**src/rtl/base_lane_pack_pkg.sv**
```systemverilog
// Shared types and helpers for the lane packer.
package base_lane_pack_pkg;

    localparam int MAX_WAYS = 32;

    typedef enum logic {
        RUN   = 1'b0,
        FLUSH = 1'b1
    } state_t;

    // Lanes 0..cnt-1 enabled; callers truncate to their own lane count.
    function automatic logic [MAX_WAYS-1:0] lane_mask(input int cnt);
        logic [MAX_WAYS-1:0] m;
        m = '0;
        for (int i = 0; i < MAX_WAYS; i++) begin
            m[i] = (i < cnt);
        end
        return m;
    endfunction

endpackage

```
**src/rtl/base_rotl_enc.sv**
```systemverilog
// Lane rotator: output lane j takes input lane (j+sel) mod oways.
module base_rotl_enc #(
    parameter int oways     = 4,
    parameter int width     = 8,
    parameter int sel_width = $clog2(oways)
) (
    input  logic [oways*width-1:0] in_d,
    input  logic [sel_width-1:0]   sel,
    output logic [oways*width-1:0] out_d
);

    always_comb begin
        out_d = '0;
        for (int j = 0; j < oways; j++) begin
            out_d[j*width +: width] = in_d[((j + int'(sel)) % oways)*width +: width];
        end
    end

endmodule

```
**src/rtl/base_lane_pack.sv**
```systemverilog
// Streaming lane packer: repacks left-justified partial beats into dense output beats.
//   state | meaning
//   RUN   | accepting input beats, packing into hold / output slot
//   FLUSH | emitting the residual hold lanes of an end-of-packet overflow
module base_lane_pack
    import base_lane_pack_pkg::*;
#(
    parameter int width     = 8,
    parameter int ways      = 4,
    parameter int cnt_width = $clog2(ways+1),
    parameter int sel_width = $clog2(ways)
) (
    input  logic                   clk,
    input  logic                   reset,
    input  logic                   i_v,
    output logic                   i_r,
    input  logic [ways*width-1:0]  i_d,
    input  logic [cnt_width-1:0]   i_cnt,
    input  logic                   i_end,
    output logic                   o_v,
    input  logic                   o_r,
    output logic [ways*width-1:0]  o_d,
    output logic [cnt_width-1:0]   o_cnt,
    output logic                   o_end
);

    state_t                 state_q, state_d;
    logic [sel_width-1:0]   f_q, f_d;
    logic [ways*width-1:0]  hold_q, hold_d;
    logic                   o_v_q, o_v_d;
    logic [ways*width-1:0]  o_d_q, o_d_d;
    logic [cnt_width-1:0]   o_cnt_q, o_cnt_d;
    logic                   o_end_q, o_end_d;

    logic [ways-1:0]        in_en;
    logic [ways*width-1:0]  in_m, rot, comb_lanes, wrap_lanes;
    logic [sel_width-1:0]   sel;
    logic                   slot_free, acc;
    int                     s_i;

    // Invalid input lanes are zeroed up front so zero-fill falls out of the steering.
    always_comb begin
        in_en = ways'(lane_mask(int'(i_cnt)));
        in_m  = '0;
        for (int k = 0; k < ways; k++) begin
            in_m[k*width +: width] = in_en[k] ? i_d[k*width +: width] : '0;
        end
        sel = (f_q == '0) ? '0 : sel_width'(ways - int'(f_q));
    end

    base_rotl_enc #(
        .oways     (ways),
        .width     (width),
        .sel_width (sel_width)
    ) u_rotl (
        .in_d  (in_m),
        .sel   (sel),
        .out_d (rot)
    );

    assign slot_free = !o_v_q || o_r;
    assign i_r       = !reset && (state_q == RUN) && slot_free;
    assign acc       = i_v && i_r;

    always_comb begin
        state_d = state_q;
        f_d     = f_q;
        hold_d  = hold_q;
        o_v_d   = o_v_q;
        o_d_d   = o_d_q;
        o_cnt_d = o_cnt_q;
        o_end_d = o_end_q;

        s_i = int'(f_q) + int'(i_cnt);
        comb_lanes = '0;
        wrap_lanes = '0;
        for (int j = 0; j < ways; j++) begin
            comb_lanes[j*width +: width] = (j < int'(f_q)) ? hold_q[j*width +: width]
                                                           : rot[j*width +: width];
            if (j < s_i - ways) begin
                wrap_lanes[j*width +: width] = rot[j*width +: width];
            end
        end

        if (slot_free) begin
            o_v_d = 1'b0;
        end

        if (state_q == FLUSH) begin
            if (slot_free) begin
                o_v_d   = 1'b1;
                o_d_d   = hold_q;
                o_cnt_d = cnt_width'(int'(f_q));
                o_end_d = 1'b1;
                hold_d  = '0;
                f_d     = '0;
                state_d = RUN;
            end
        end else if (acc) begin
            if (!i_end && s_i < ways) begin
                hold_d = comb_lanes;
                f_d    = sel_width'(s_i);
            end else if (i_end && s_i <= ways) begin
                o_v_d   = 1'b1;
                o_d_d   = comb_lanes;
                o_cnt_d = cnt_width'(s_i);
                o_end_d = 1'b1;
                hold_d  = '0;
                f_d     = '0;
            end else begin
                o_v_d   = 1'b1;
                o_d_d   = comb_lanes;
                o_cnt_d = cnt_width'(ways);
                o_end_d = 1'b0;
                hold_d  = wrap_lanes;
                f_d     = sel_width'(s_i - ways);
                if (i_end) begin
                    state_d = FLUSH;
                end
            end
        end
    end

    always_ff @(posedge clk) begin
        if (reset) begin
            state_q <= RUN;
            f_q     <= '0;
            hold_q  <= '0;
            o_v_q   <= 1'b0;
            o_d_q   <= '0;
            o_cnt_q <= '0;
            o_end_q <= 1'b0;
        end else begin
            state_q <= state_d;
            f_q     <= f_d;
            hold_q  <= hold_d;
            o_v_q   <= o_v_d;
            o_d_q   <= o_d_d;
            o_cnt_q <= o_cnt_d;
            o_end_q <= o_end_d;
        end
    end

    assign o_v   = o_v_q;
    assign o_d   = o_d_q;
    assign o_cnt = o_cnt_q;
    assign o_end = o_end_q;

    a_cnt_legal: assert property (@(posedge clk) disable iff (reset)
        (i_v && i_r) |-> (int'(i_cnt) <= ways));

endmodule

```
**config.mk**
```make
export PLATFORM = sky130hd
export DESIGN_NAME = base_lane_pack
export DESIGN_NICKNAME = d
export VERILOG_FILES = /design/src/rtl/base_lane_pack_pkg.sv /design/src/rtl/base_rotl_enc.sv /design/src/rtl/base_lane_pack.sv
export SDC_FILE = /design/constraint.sdc
export NUM_CORES = 1
export LEC_CHECK = 0
export CAP_MARGIN = 5
export CORE_UTILIZATION = 35
export DETAILED_ROUTE_END_ITERATION = 10
export GPL_TIMING_DRIVEN = 0
export SLEW_MARGIN = 30
export SYNTH_ARGS = -nofsm -noshare
export SYNTH_HDL_FRONTEND = slang
export SYNTH_SLANG_ARGS = --single-unit
```
**constraint.sdc**
```tcl
create_clock -name clk -period 2.18 [get_ports clk]
set_clock_uncertainty 0.1 [all_clocks]
set_input_delay 0.327 -clock clk [delete_from_list [all_inputs] [get_ports clk]]
set_output_delay 0.327 -clock clk [all_outputs]
set_load 0.02 [all_outputs]
```
### After elaboration in Yosys (flattened, before gate mapping)

Index checks and enable logic that the tools add are counted.

| cells by class | value |
|---|---|
| $add $sub $neg | 6 |
| $mul | 0 |
| div/mod/pow operators | 0 |
| order comparisons | 13 |
| equal/unequal tests | 2 |
| shift-type cells | 4 |
| mux-type cells | 47 |
| bitwise gates (word level) | 4 |
| reductions and logical operators | 16 |

Operators by type and width:

| kind | count |
|---|---|
| 32-bit 2-to-1 mux | 9 |
| 32-bit by 6-bit variable part select with 8-bit output | 4 |
| 8-bit 2-to-1 mux | 11 |
| 3-bit by 32-bit less-than comparator with 1-bit output (first input constant) | 2 |
| 1-bit by 32-bit less-than comparator with 1-bit output (first input constant) | 1 |
| 2-bit by 32-bit less-than comparator with 1-bit output (first input constant) | 1 |
| 1-bit 2-to-1 mux | 16 |
| 3-bit 2-to-1 mux | 5 |
| 2-bit 2-to-1 mux | 6 |
| 1-bit by 3-bit less-than comparator with 1-bit output (first input constant) | 2 |
| 2-bit by 3-bit less-than comparator with 1-bit output (first input constant) | 2 |
| 2-bit OR reduction | 3 |
| 1-bit logical AND | 5 |
| 4-bit by 3-bit subtractor with 5-bit output (second input constant) | 1 |
| 2-bit adder (first input constant) | 2 |
| 2-bit by 3-bit adder with 4-bit output | 1 |
| 4-bit by 3-bit less-or-equal comparator with 1-bit output (second input constant) | 1 |
| 1-bit by 2-bit less-than comparator with 1-bit output (first input constant) | 2 |
| 4-bit by 3-bit less-than comparator with 1-bit output (second input constant) | 1 |
| 1-bit bitwise AND (first input constant) | 3 |
| 1-bit logical NOT | 3 |
| 3-bit AND reduction | 1 |
| 1-bit by 2-bit adder with 2-bit output (first input constant) | 1 |
| 2-bit logical NOT | 1 |
| other kinds (8) | 8 |

| word-level totals | value |
|---|---|
| register bits | 72 |
| bits in latches | 0 |
| memory bits (writable) | 0 |
| bits in read-only memories | 0 |
| output and inout port bits | 38 |
| logic and storage cells | 99 |
| memories | 0 |

### Depth between registers and ports, before layout

| depth | value |
|---|---|
| depth after elaboration | 11 |
| mapped depth | 10 |
| gate-level depth less buffers | 8 |

### Cells and area by module

A second synthesis with hierarchy kept.

| unflattened totals | value |
|---|---|
| cells, all modules | 447 |
| area, all modules | 4649.5 um2 |

Modules (own cells, without submodules):

| module | instances | cells each | area each (um2) | sequential area each (um2) |
|---|---|---|---|---|
| base_lane_pack | 1 | 407 | 3824.9 | 1441.4 |
| base_rotl_enc | 1 | 40 | 824.5 | 0.0 |

### Least setup slack after synthesis

No wires, ideal clock.

| timing path | value |
|---|---|
| path type | reg-to-reg |
| start | reg f_q[1] |
| end | reg hold_q[24] |
| library setup time | 0.062 ns |
| data arrival time | 2.190 ns |
| slack | -0.171 ns |
| stages on the path, launching flop included | 9 |
| cell sequence | dfxtp_1 > clkbuf_1 > inv_1 > fa_1 > clkbuf_1 > o21ai_0 > o22ai_1 > nor3_1 > a22o_1 |

| on the way | value |
|---|---|
| word-level cells in the longest chain between the ends | 11 |
| elaborated cells between the ends (all ways) | 19 |
| those cells by class | add/sub: 4; order compare: 3; shift: 1; mux: 6; bitwise: 1; reduce/logical: 4 |

Ends and longest elaborated chain:

| item | line | RTL |
|---|---|---|
| from (decl) | base_lane_pack.sv:28 | `logic [sel_width-1:0] f_q, f_d;` |
| from (signal assigned) | base_lane_pack.sv:127 | `f_q <= '0;` |
| from (signal assigned) | base_lane_pack.sv:135 | `f_q <= f_d;` |
| branches (longest 8 deep; another with 3-bit by 32-bit less-than comparator with 1-bit output) | n/a |  |
| 32-bit 2-to-1 mux (*) | base_lane_pack.sv:100 | `if (!i_end && s_i < ways) begin` |
| 32-bit 2-to-1 mux (*) | base_lane_pack.sv:99 | `end else if (acc) begin` |
| 32-bit 2-to-1 mux (*) | base_lane_pack.sv:89 | `if (state_q == FLUSH) begin` |
| to (signal assigned) | base_lane_pack.sv:136 | `hold_q <= hold_d;` |
| to (decl) | base_lane_pack.sv:29 | `logic [ways*width-1:0] hold_q, hold_d;` |

Every way passes the cells marked *. The select of a mux whose other input is x is not followed.
A chain may end at the register's enable or synchronous reset.

### Worst setup path after layout

| timing path | value |
|---|---|
| start | in reset |
| end | out i_r |

| on the way | value |
|---|---|
| word-level cells in the longest chain between the ends | 3 |

Ends and longest elaborated chain:

| item | line | RTL |
|---|---|---|
| from (decl) | base_lane_pack.sv:14 | `input logic reset,` |
| 1-bit logical NOT | base_lane_pack.sv:62 | `assign i_r = !reset && (state_q == RUN) && slot_free;` |
| 1-bit logical AND (2 in a row) | base_lane_pack.sv:62 |  |
| to (decl) | base_lane_pack.sv:16 | `output logic i_r,` |

No other way between the ends.

==> metrics.txt <==
Synth Cell Area ~0.0043 mm²; Switching Fraction 0.324; routing usage on met1 0.367; setup_tns -7620 ps; status finished, violations left; kind of cell adding the most delay to the critical path buffers and inverters; NetSw between 1.5 and 2 mW; CP Class in2out; depth of the CTS H-tree 3; ys flop type dfxtp_1; first-pass iteration count of the detailed router 6; RSZ-0062 raised after global routing yes; synthesis-to-layout area growth 51.5%; critical path's largest stage delay approximately 640 ps; first-pass GRT wire length roughly 26000 µm; full die area ~0.013 mm²; diode count 0; FP Rows 40; layout cells sized above 1 0.269; CTS tree done; Max Fclk about 420 MHz; Tightest Pin Transition between 1000 and 1500 ps; hold_ws 354 ps; reg2reg setup slack -200 ps; Worst-Skew Late Latency roughly 340 ps; met3 Use GR 0.0412; #FFs+latches synth between 70 and 80; I/O pin total a little under 80; Critical Path Sink Type primary output; min-delay worst type reg2reg; largest net degree at the start of global routing 14; Sinks on Clock Net 72; placed insts ~750; Hold-fix buffers, CTS 0; fin. max-slew vios 0; startpoint types input pin; Reg power frac 0.311; CP max FO 10; Routed WL around 17000 µm; met2 Resource Use GR 0.416; Via Count ~4700; share of the synthesized area in the top cell type 0.333; max-cap violation count 0; TritonCTS buffer count 9; WL per Instance between 20 and 25 µm; Power, Total a little under 5 mW; Post-Layout Cell Count around 780; Final WS setup -203 ps; Cell variety after synth 56; count leader, synth dfxtp_1; Port Buffer Count 76; syn avg cell area ~8.6 µm²; initial antenna violation count 0; Max transition margin 0.329; fin crit share 1.09; Async S/R FF share, synth 0; LEAKAGE between 2 and 2.5 nW; Worst path slowest cell clkdlybuf4s50_1; Post-synth EDFFs 0; clk buf depth 2; violations in the final reports setup timing; Synth area leaders dfxtp_1 33%, a22o_1 12%, a211oi_1 5.0%; Worst Path Required ~1800 ps; maximum VDD drop between 0.3 and 0.4 mV; global route hottest layer met2; Die Y between 100 and 150 µm; detailed placer's ending HPWL approximately 12000 µm; Internal Power between 3 and 4 mW; Remaining Overflow, GRT 0; drt drc 0; yosys warns 0; Post-DRT Antenna Nets 0; DR vias/cell just over 6; PwrDens roughly 740 mW/mm²; Syn Nets around 550; clock network power share 0.356; vias in the first global route 4521; Die Width about 110 µm; Tmin final 2380 ps; area leader, netlist dfxtp_1; Synth top cells by count 72 x dfxtp_1, 57 x a22o_1, 44 x nor2_1; # nets final 650; clock root buffer clkbuf_16; cells after synthesis approximately 500; CORE AREA between 0.01 and 0.015 mm²; Initial Util 0.359; Seq/Total Area, Yosys 0.333; gr usage total 0.267; final hold viol count 0; critical path data arrival time between 1500 and 2000 ps; Final Setup Violations slightly above 60; Clock Pin Slew Worst Setup and Hold Paths 60 ps; iteration-0 DRC count of the detailed router ~400; dpl ws -999 ps; GPL Wtd Cong ~0.93; WP buf/inv 4; critical-path cell list clkdlybuf4s50_1 -> buf_4 -> buf_2 -> nor3_1 -> dlygate4sd2_1; Logic pwr share 0.333
-- layout by cell type (no fill, tap or decap), types with 8 or more instances in the layout --
cell and instances:
nand2_1 13, a211oi_1 17, clkdlybuf4s50_1 73, a22o_1 57, a222oi_1 8, nor3b_1 10
dfxtp_1 70, buf_4 17, a21o_1 16, nand3_1 16, a211oi_2 11, a31oi_1 11
clkbuf_1 12, nor2_1 39, o21ai_0 11, nand2b_1 9, buf_6 9, clkbuf_16 9
nor3_1 12, inv_1 26
-- layer usage --
metal	routed length [µm]	share of wire
met5	0	0
met2	7600	0.45
met3	1420	0.083
met1	7540	0.44
met4	482	0.028
-- layout make-up --
type / count / area [µm²]
timing repair buffer: 95 / 961
clock buffer: 9 / 225
tap: 168 / 210
fill: 1078 / 5500
multi-input combinational: 360 / 3210
clock inverter: 7 / 118
inverter: 28 / 114
sequential: 72 / 1450
buffer: 39 / 280
-- final timing paths --
path              cells after the start  endpoint      from
setup reg to reg                      9   o_d[16]    f_q[0]
setup / recovery                      5       i_r     reset
hold / removal                        2  o_cnt[0]  o_cnt[0]
hold reg to reg                       2  o_cnt[0]  o_cnt[0]
-- through the flow --
stage               utilization  area [µm²]
finish                    0.544        6570
CTS                       0.517        6240
global placement          0.442        5340
detailed placement        0.442        5340
floorplan                     -        4370
global route              0.544        6570
-- tightest hold or removal path: cells and delay by family, from the launching register on --
| family | cells | cell delay [ps] |
|---|---|---|
| AO/OA/AOI/OAI | 1 | 50 |
| buffers and inverters | 1 | 50 |
| flip-flops | 1 | 310 |
-- power by group through the flow --
| stage | Clock (mW) | Sequential (mW) | Combinational [mW] |
|---|---|---|---|
| global placement | 0 | 1.53 | 1.27 |
| floorplan | 0 | 1.61 | 0.698 |
| finish | 1.72 | 1.51 | 1.61 |
| CTS | 1.72 | 1.50 | 1.47 |
| global route | 1.80 | 1.52 | 1.71 |
| detailed placement | 0 | 1.53 | 1.27 |
-- cell families after synthesis --
family,after synthesis,synth area share
buffers and inverters,71,0.0733
muxes,1,0.00231
xor gates and xnor gates,1,0.00202
adders and majority gates,5,0.0162
AOI/OAI and AO/OA,194,0.365
and+or+nand+nor,159,0.208
DFF,72,0.333
-- state kept, by name (all words and copies together) (netlist names) --
register / flops
hold_q: 32
o_d: 32
o_cnt: 3
f_q: 2
o_end: 1
o_v: 1
state_q: 1
-- what timing repair did --
action | in CTS | in global routing
gates resized for setup | 89 | 65
setup endpoints to repair | 72 | 71
cloned | 1 | 0
setup buffers | 15 | 5
pin swaps | 42 | 12
Power figures use the tool's default switching activity.
